### config.mk
export PLATFORM = sky130hd
export DESIGN_NAME = fifo_wr_arbiter
export DESIGN_NICKNAME = d
export VERILOG_FILES = /design/src/rtl/fifo_arb_pkg.sv /design/src/rtl/rr_pick.sv /design/src/rtl/fifo_wr_arbiter.sv
export SDC_FILE = /design/constraint.sdc
export NUM_CORES = 1
export LEC_CHECK = 0
export ABC_AREA = 1
export CAP_MARGIN = 0
export CELL_PAD_IN_SITES_DETAIL_PLACEMENT = 1
export CELL_PAD_IN_SITES_GLOBAL_PLACEMENT = 2
export CORE_UTILIZATION = 19
export DETAILED_ROUTE_END_ITERATION = 8
export PLACE_DENSITY = 0.91
export SLEW_MARGIN = 20
export SYNTH_ARGS = -nofsm -noshare
export SYNTH_HDL_FRONTEND = slang
export SYNTH_SLANG_ARGS = --single-unit
export TNS_END_PERCENT = 1
### constraint.sdc
create_clock -name clk -period 6.15 [get_ports clk]
set_input_delay 1.23 -clock clk [delete_from_list [all_inputs] [get_ports clk]]
set_output_delay 1.23 -clock clk [all_outputs]
set_load 0.02 [all_outputs]
### src/rtl/fifo_arb_pkg.sv
// fifo_arb_pkg: shared state type and default parameters for the FIFO write arbiter
package fifo_arb_pkg;
    typedef enum logic {IDLE, BURST} state_t;
    localparam int NUM_REQ_DEF   = 4;
    localparam int DATA_W_DEF    = 8;
    localparam int MAX_BURST_DEF = 4;
endpackage

### src/rtl/rr_pick.sv
// rr_pick: first set request at or after ptr, wrapping past N-1 to 0
module rr_pick #(
    parameter int N = 4,
    parameter int W = $clog2(N)
) (
    input  logic [N-1:0] req,
    input  logic [W-1:0] ptr,
    output logic         found,
    output logic [W-1:0] idx
);
    logic [W-1:0] j;
    // descending scan so the nearest candidate to ptr is assigned last
    always_comb begin
        found = 1'b0;
        idx   = '0;
        j     = '0;
        for (int i = N - 1; i >= 0; i--) begin
            j = W'((int'(ptr) + i) % N);
            if (req[j]) begin
                found = 1'b1;
                idx   = j;
            end
        end
    end
endmodule

### src/rtl/fifo_wr_arbiter.sv
// fifo_wr_arbiter: round-robin burst arbiter steering requester beats into one FIFO write port
module fifo_wr_arbiter
    import fifo_arb_pkg::*;
#(
    parameter int NUM_REQ   = NUM_REQ_DEF,
    parameter int DATA_W    = DATA_W_DEF,
    parameter int MAX_BURST = MAX_BURST_DEF
) (
    input  logic                             clk,
    input  logic                             rst,
    input  logic [NUM_REQ-1:0]               req_valid,
    input  logic [NUM_REQ-1:0][DATA_W-1:0]   req_data,
    output logic [NUM_REQ-1:0]               req_ready,
    input  logic                             fifo_full,
    output logic                             fifo_write_en,
    output logic [DATA_W-1:0]                fifo_write_data,
    output logic                             grant_valid,
    output logic [$clog2(NUM_REQ)-1:0]       grant_id
);
    localparam int ID_W  = $clog2(NUM_REQ);
    localparam int CNT_W = $clog2(MAX_BURST + 1);

    state_t            state, state_nx;
    logic [ID_W-1:0]   owner, owner_nx, rr_ptr, rr_ptr_nx, pick_idx, owner_inc;
    logic [CNT_W-1:0]  beat_cnt, beat_cnt_nx;
    logic              pick_found, in_burst;

    rr_pick #(.N(NUM_REQ), .W(ID_W)) u_pick (
        .req   (req_valid),
        .ptr   (rr_ptr),
        .found (pick_found),
        .idx   (pick_idx)
    );

    assign in_burst        = state == BURST;
    assign owner_inc       = (owner == ID_W'(NUM_REQ - 1)) ? '0 : owner + ID_W'(1);
    assign req_ready       = (in_burst && !fifo_full) ? NUM_REQ'(1) << owner : '0;
    assign fifo_write_en   = req_valid[owner] & req_ready[owner];
    assign fifo_write_data = req_data[owner];
    assign grant_valid     = in_burst;
    assign grant_id        = in_burst ? owner : '0;

    always_ff @(posedge clk or posedge rst) begin
        if (rst) begin
            state    <= IDLE;
            owner    <= '0;
            rr_ptr   <= '0;
            beat_cnt <= '0;
        end else begin
            state    <= state_nx;
            owner    <= owner_nx;
            rr_ptr   <= rr_ptr_nx;
            beat_cnt <= beat_cnt_nx;
        end
    end

    // a burst ends on its MAX_BURST-th beat or as soon as the owner goes idle
    always_comb begin
        state_nx    = state;
        owner_nx    = owner;
        rr_ptr_nx   = rr_ptr;
        beat_cnt_nx = beat_cnt;
        if (!in_burst) begin
            if (!fifo_full && pick_found) begin
                state_nx    = BURST;
                owner_nx    = pick_idx;
                beat_cnt_nx = '0;
            end
        end else begin
            beat_cnt_nx = beat_cnt + CNT_W'(fifo_write_en);
            if (!req_valid[owner] || beat_cnt_nx == CNT_W'(MAX_BURST)) begin
                state_nx  = IDLE;
                rr_ptr_nx = owner_inc;
            end
        end
    end
endmodule

Word level (Yosys, flattened, before mapping). Cells that the tools add are included.

Reductions and logical operators: 8. Magnitude comparators: 5. Bitwise gates (word level): 2. Multiplexer cells: 30. Add/subtract/negate cells: 5. Shift-type cells: 1. Equality and inequality tests: 2.

Operator list (number): 8-bit binary-select mux with 2-bit select (1); 2-bit by 3-bit < comparator with 1-bit output (second input constant) (5); 1-bit two-way mux (13); 1-bit binary-select mux with 2-bit select (6); 2-bit two-way mux (6); 8-bit two-way mux (1); 3-bit two-way mux (2); 2-bit by 1-bit adder with 2-bit output (second input constant) (2); 2-bit adder (second input constant) (2); 4-bit two-way mux (1); 2-bit AND reduction (2); 1-bit by 2-bit left shift with 4-bit output (first input constant) (1); 3-bit by 1-bit adder with 3-bit output (1); 3-bit == test (second input constant) (1); 2-bit == test (second input constant) (1); 1-bit logical AND (2); 1-bit logical NOT (2); 2-bit nonzero test (1); 1-bit AND (1); 1-bit logical OR (1); 1-bit NOT (1).

Input port bits: 39. Register bits after elaboration: 8. Output and inout port bits: 16.

Logic depth before layout (Yosys ltp).
Word-level depth: 11. Mapped depth: 17. Gate-level depth less buffers: 16.

By module. From an unflattened synthesis, not the netlist that was laid out.

Cell total of the unflattened synthesis: 169. Area total of the unflattened synthesis: 996.0 µm².

Modules (own cells, without submodules): fifo_wr_arbiter (cells each 123, instances 1, area each 783.3 µm², seq. area each 200.2 µm²); rr_pick (cells each 46, instances 1, area each 212.7 µm², seq. area each 0.0 µm²).

Least setup slack after synthesis. OpenSTA, ideal clock, no wires.

Kind: input port to output port. Start point: input port fifo_full. End point: output port fifo_write_en. Setup slack: 2.487 ns. Path buffers: 0. Stages: 7. Data arrival time: 2.433 ns. Cells stage by stage: inv_1 nand2_1 nor2_1 nand2_1 nand3_1 nand2_1 a31oi_1.

Cells in the longest elaborated chain, start to end: 6.

RTL lines: start: declaration (RTL line fifo_wr_arbiter.sv:14) `input logic fifo_full,`; 1-bit logical NOT (RTL line fifo_wr_arbiter.sv:37) `assign req_ready = (in_burst && !fifo_full) ? NUM_REQ'(1) << owner : '0;`; 1-bit logical AND (RTL line fifo_wr_arbiter.sv:37); 4-bit two-way mux (RTL line fifo_wr_arbiter.sv:37); named net req_ready[3] (RTL line fifo_wr_arbiter.sv:13) `output logic [NUM_REQ-1:0] req_ready,`; 1-bit binary-select mux with 2-bit select (RTL line fifo_wr_arbiter.sv:38) `assign fifo_write_en = req_valid[owner] & req_ready[owner];`; 1-bit two-way mux (not written as such) (RTL line fifo_wr_arbiter.sv:38); 1-bit AND (RTL line fifo_wr_arbiter.sv:38); end: declaration (RTL line fifo_wr_arbiter.sv:15) `output logic fifo_write_en,`.

The timed path passes the listed nets, and every way through them passes these cells. The select of a mux whose other input is x is not followed.

Final worst setup path.
Start point: input port fifo_full. End point: output port fifo_write_en.

Cells in the longest elaborated chain, start to end: 6.

RTL lines (RTL line): 1-bit logical NOT (fifo_wr_arbiter.sv:37); 1-bit logical AND (fifo_wr_arbiter.sv:37); 4-bit two-way mux (fifo_wr_arbiter.sv:37); 1-bit binary-select mux with 2-bit select (fifo_wr_arbiter.sv:38); 1-bit two-way mux (not written as such) (fifo_wr_arbiter.sv:38); 1-bit AND (fifo_wr_arbiter.sv:38).

Every way passes these cells. The select of a mux whose other input is x is not followed.

==> impl_metrics.csv <==
group,metric,value,unit
global_routing,grt_remaining_overflow,0,
min_path,hold_class,"flip-flop to flip-flop",
yosys,async_flop_share,1.000,
global_routing,grt_max_degree,26,
clocking,cts_buffers,3,
detailed_routing,wl,3407,um
clocking,clk_pin_slew_worst_paths,0.04,ns
clocking,hold_buffers,0,
detailed_routing,wl_per_cell,11.51,um
yosys,synthesis.nets,222,
detailed_routing,met3_length,165,um
detailed_routing,top_layer,"met4",
setup_path,ff2ff_setup_slack,2.89,ns
yosys,synthTopCellsByCount,"53 x nand2_1, 28 x nor2_1, 22 x o21ai_0",
detailed_routing,wl_met2,1673,um
clocking,root_buffer,"clkbuf_8",
finish,area_growth_syn_to_layout,61.99,%
setup_path,crit_arrival,3.21,ns
global_routing,globalRouteTotalUtil,0.1328,
placed_design,place_worst_setup_slack,1.726,ns
clocking,clockBufferDepth,2,
sta,tightestPinTransition,0.7527,ns
setup_path,critPathBufInv,3,
floorplan,die_area,5651,um2
clocking,cts-resized-gates,0,
sta,setup_viol,0,
yosys,synthCells,177,
setup_path,cp.required,4.92,ns
floorplan,die_h,75.17,um
pwr,peakVddDrop,0.1737,mV
clocking,cts_setup_buffers,0,
setup_path,slowest_stage,"clkdlybuf4s50_1",
min_path,min-delay-start,"beat_cnt[0]",
yosys,syn_avg_cell_area,5.747,um2
pwr,p_leak,0.7879,nW
placed_design,portBuffers,54,
min_path,worstHoldPathCells,2,
setup_path,end_kind,"primary output",
floorplan,coreArea,5140,um2
clocking,tritoncts,"done",
global_routing,grt_pass1_vias,1303,
sta,final.setup.tns,0,ns
yosys,ys_warn_count,0,
setup_path,path_delay_family,"buffers and inverters",
yosys,synth-seq-area-share,0.1968,
detailed_routing,drt-met1-wl,1515,um
setup_path,r2r-start,"owner[0]",
setup_path,critPathKind,"input pin to primary output",
yosys,ys_seq_elements,8,
finish,drive_gt1_frac,0.06637,
sta,fin_ws,1.709,ns
floorplan,rows,26,
finish,fill_cells,694,
sta,relSlewSlack,0.4982,
global_routing,antenna_found_initial,0,
detailed_routing,drt-initial-drc-count,25,
global_routing,grt_pass1_wl,5809,um
clocking,htreeDepth,1,
placed_design,dp_hpwl,2663,um
sta,timing.final.crit_share,0.7222,
yosys,synthMostInstantiatedCell,"nand2_1",
sta,rsz0062_at_grt,"false",
yosys,yosys.area.top_type,"dfrtp_1",
floorplan,die_w,75.17,um
status,status,"complete, no violations",
min_path,holdPathEnd,"beat_cnt[0]",
detailed_routing,dr.pass1.iters,4,
yosys,synth_edf_count,0,
yosys,ys.flop_type,"dfrtp_1",
setup_path,rr_worst_depth,16,
setup_path,reg2reg_to,"rr_ptr[1]",
pwr,p_per_area,439.2,nW/um2
setup_path,start_kind,"input pin",
yosys,synth_area,1017,um2
clocking,clock-sinks,8,
detailed_routing,drc_errors,0,
detailed_routing,vias,1268,
sta,finalHoldViolCount,0,
setup_path,critPathMaxStageDelay,0.66,ns
yosys,ys_top_cells_by_area,"dfrtp_1 20%, nand2_1 20%, o21ai_0 11%, nor2_1 10%, ha_1 7.4%",
setup_path,worstPathCellList,"clkdlybuf4s50_1 -> inv_1 -> nand2_1 -> nor2_1 -> nand2_1 -> nand3_1 -> nand2_1 -> a31oi_1 -> clkdlybuf4s50_1",
yosys,synth.top_cell.area_share,0.1968,
clocking,clk_latency,0.23,ns
placed_design,gp_congestion,0.7292,
finish,final_nets,273,
sta,fmax,0.2252,GHz
detailed_routing,via_per_inst,4.284,
detailed_routing,ant_nets,0,
setup_path,cpMostUsedCell,"nand2_1",
run,maxCapViolCount,0,
finish,num_antenna_cells,0,
sta,skew,0.003951,ns
yosys,synthDistinctLibCells,20,
sta,slew_violations,0,
setup_path,cp_max_fo,4,
sta,fin_crit,4.441,ns
floorplan,ios,55,
floorplan,start_util,0.1979,
-- how the worst max path moves through the flow --
| stage | start | end | cells after the start |
|---|---|---|---|
| floorplan | fifo_full | fifo_write_en | 7 |
| global placement | fifo_full | fifo_write_en | 9 |
| detailed placement | fifo_full | fifo_write_en | 9 |
| CTS | fifo_full | fifo_write_en | 9 |
| global route | fifo_full | fifo_write_en | 9 |
| finish | fifo_full | fifo_write_en | 9 |
-- worst min-delay path: stages, from the launching register on --
cell and delay, ns:
dfrtp_1 0.34, nand3_1 0.08, nand2_1 0.06
-- power breakdown --
part | switching (W) | leakage (nW) | internal [W] | total, W
logic | 0.000304 | 0.665 | 0.000220 | 0.000524
registers | 0.0000605 | 0.101 | 0.0000740 | 0.000135
clock network | 0.0000226 | 0.0216 | 0.0000426 | 0.0000651
-- cell type report --
cell class / instances / area, um2 / area share
Timing Repair Buffer: 54 / 540.5 / 0.3280
Clock buffer: 3 / 41.29 / 0.02506
Sequential cell: 8 / 200.2 / 0.1215
Inverter: 21 / 78.83 / 0.04784
Tap cell: 70 / 87.58 / 0.05315
Multi-Input combinational cell: 140 / 699.4 / 0.4244
-- cell usage in the layout (no fill, tap or decap), drive strengths merged, types with 3 or more instances in the layout --
master	count
nand2	61
dfrtp	8
clkbuf	3
ha	6
o21ai	24
nor2	29
nand3	8
o22ai	9
inv	21
clkdlybuf4s50	54
-- per-stage QoR --
| stage | std cells | hold WS (ns) | power, W | utilization | area [um2] |
|---|---|---|---|---|---|
| 3_5_place_dp | 293 | 0.5083 | 0.0006706 | 0.3126 | 1607 |
| 4_1_cts | 296 | 0.5178 | 0.0007395 | 0.3206 | 1648 |
| 5_1_grt | 296 | 0.5533 | 0.0007999 | 0.3206 | 1648 |
| 3_3_place_gp | 293 | 0.4943 | 0.0006622 | 0.3126 | 1607 |
| 6_report | 296 | 0.5096 | 0.0007237 | 0.3206 | 1648 |
| 2_1_floorplan | 177 | 0.4745 | 0.0004824 | - | 1017 |
-- metal layers --
metal	GRT usage	up-vias
met2	0.2412	33
met1	0.1568	572
li1	-	657
met4	0.04321	0
met3	0.02544	6
met5	0	-
-- registers in the layout, indices dropped and copies added (netlist names) --
signal and flops:
rr_ptr 2, owner 2, beat_cnt 3, grant_valid 1
-- cell families (layout without fill, tap and decap cells) --
| family | Yosys count | after routing | synth area share |
|---|---|---|---|
| AOI/OAI and AO/OA | 35 | 35 | 0.1845 |
| buffers and inverters | 29 | 78 | 0.1156 |
| and+or+nand+nor | 98 | 98 | 0.4207 |
| DFF | 8 | 8 | 0.1968 |
| xor gates and xnor gates | 1 | 1 | 0.008612 |
| adders and majority gates | 6 | 6 | 0.07380 |
Power figures use the tool's default switching activity.
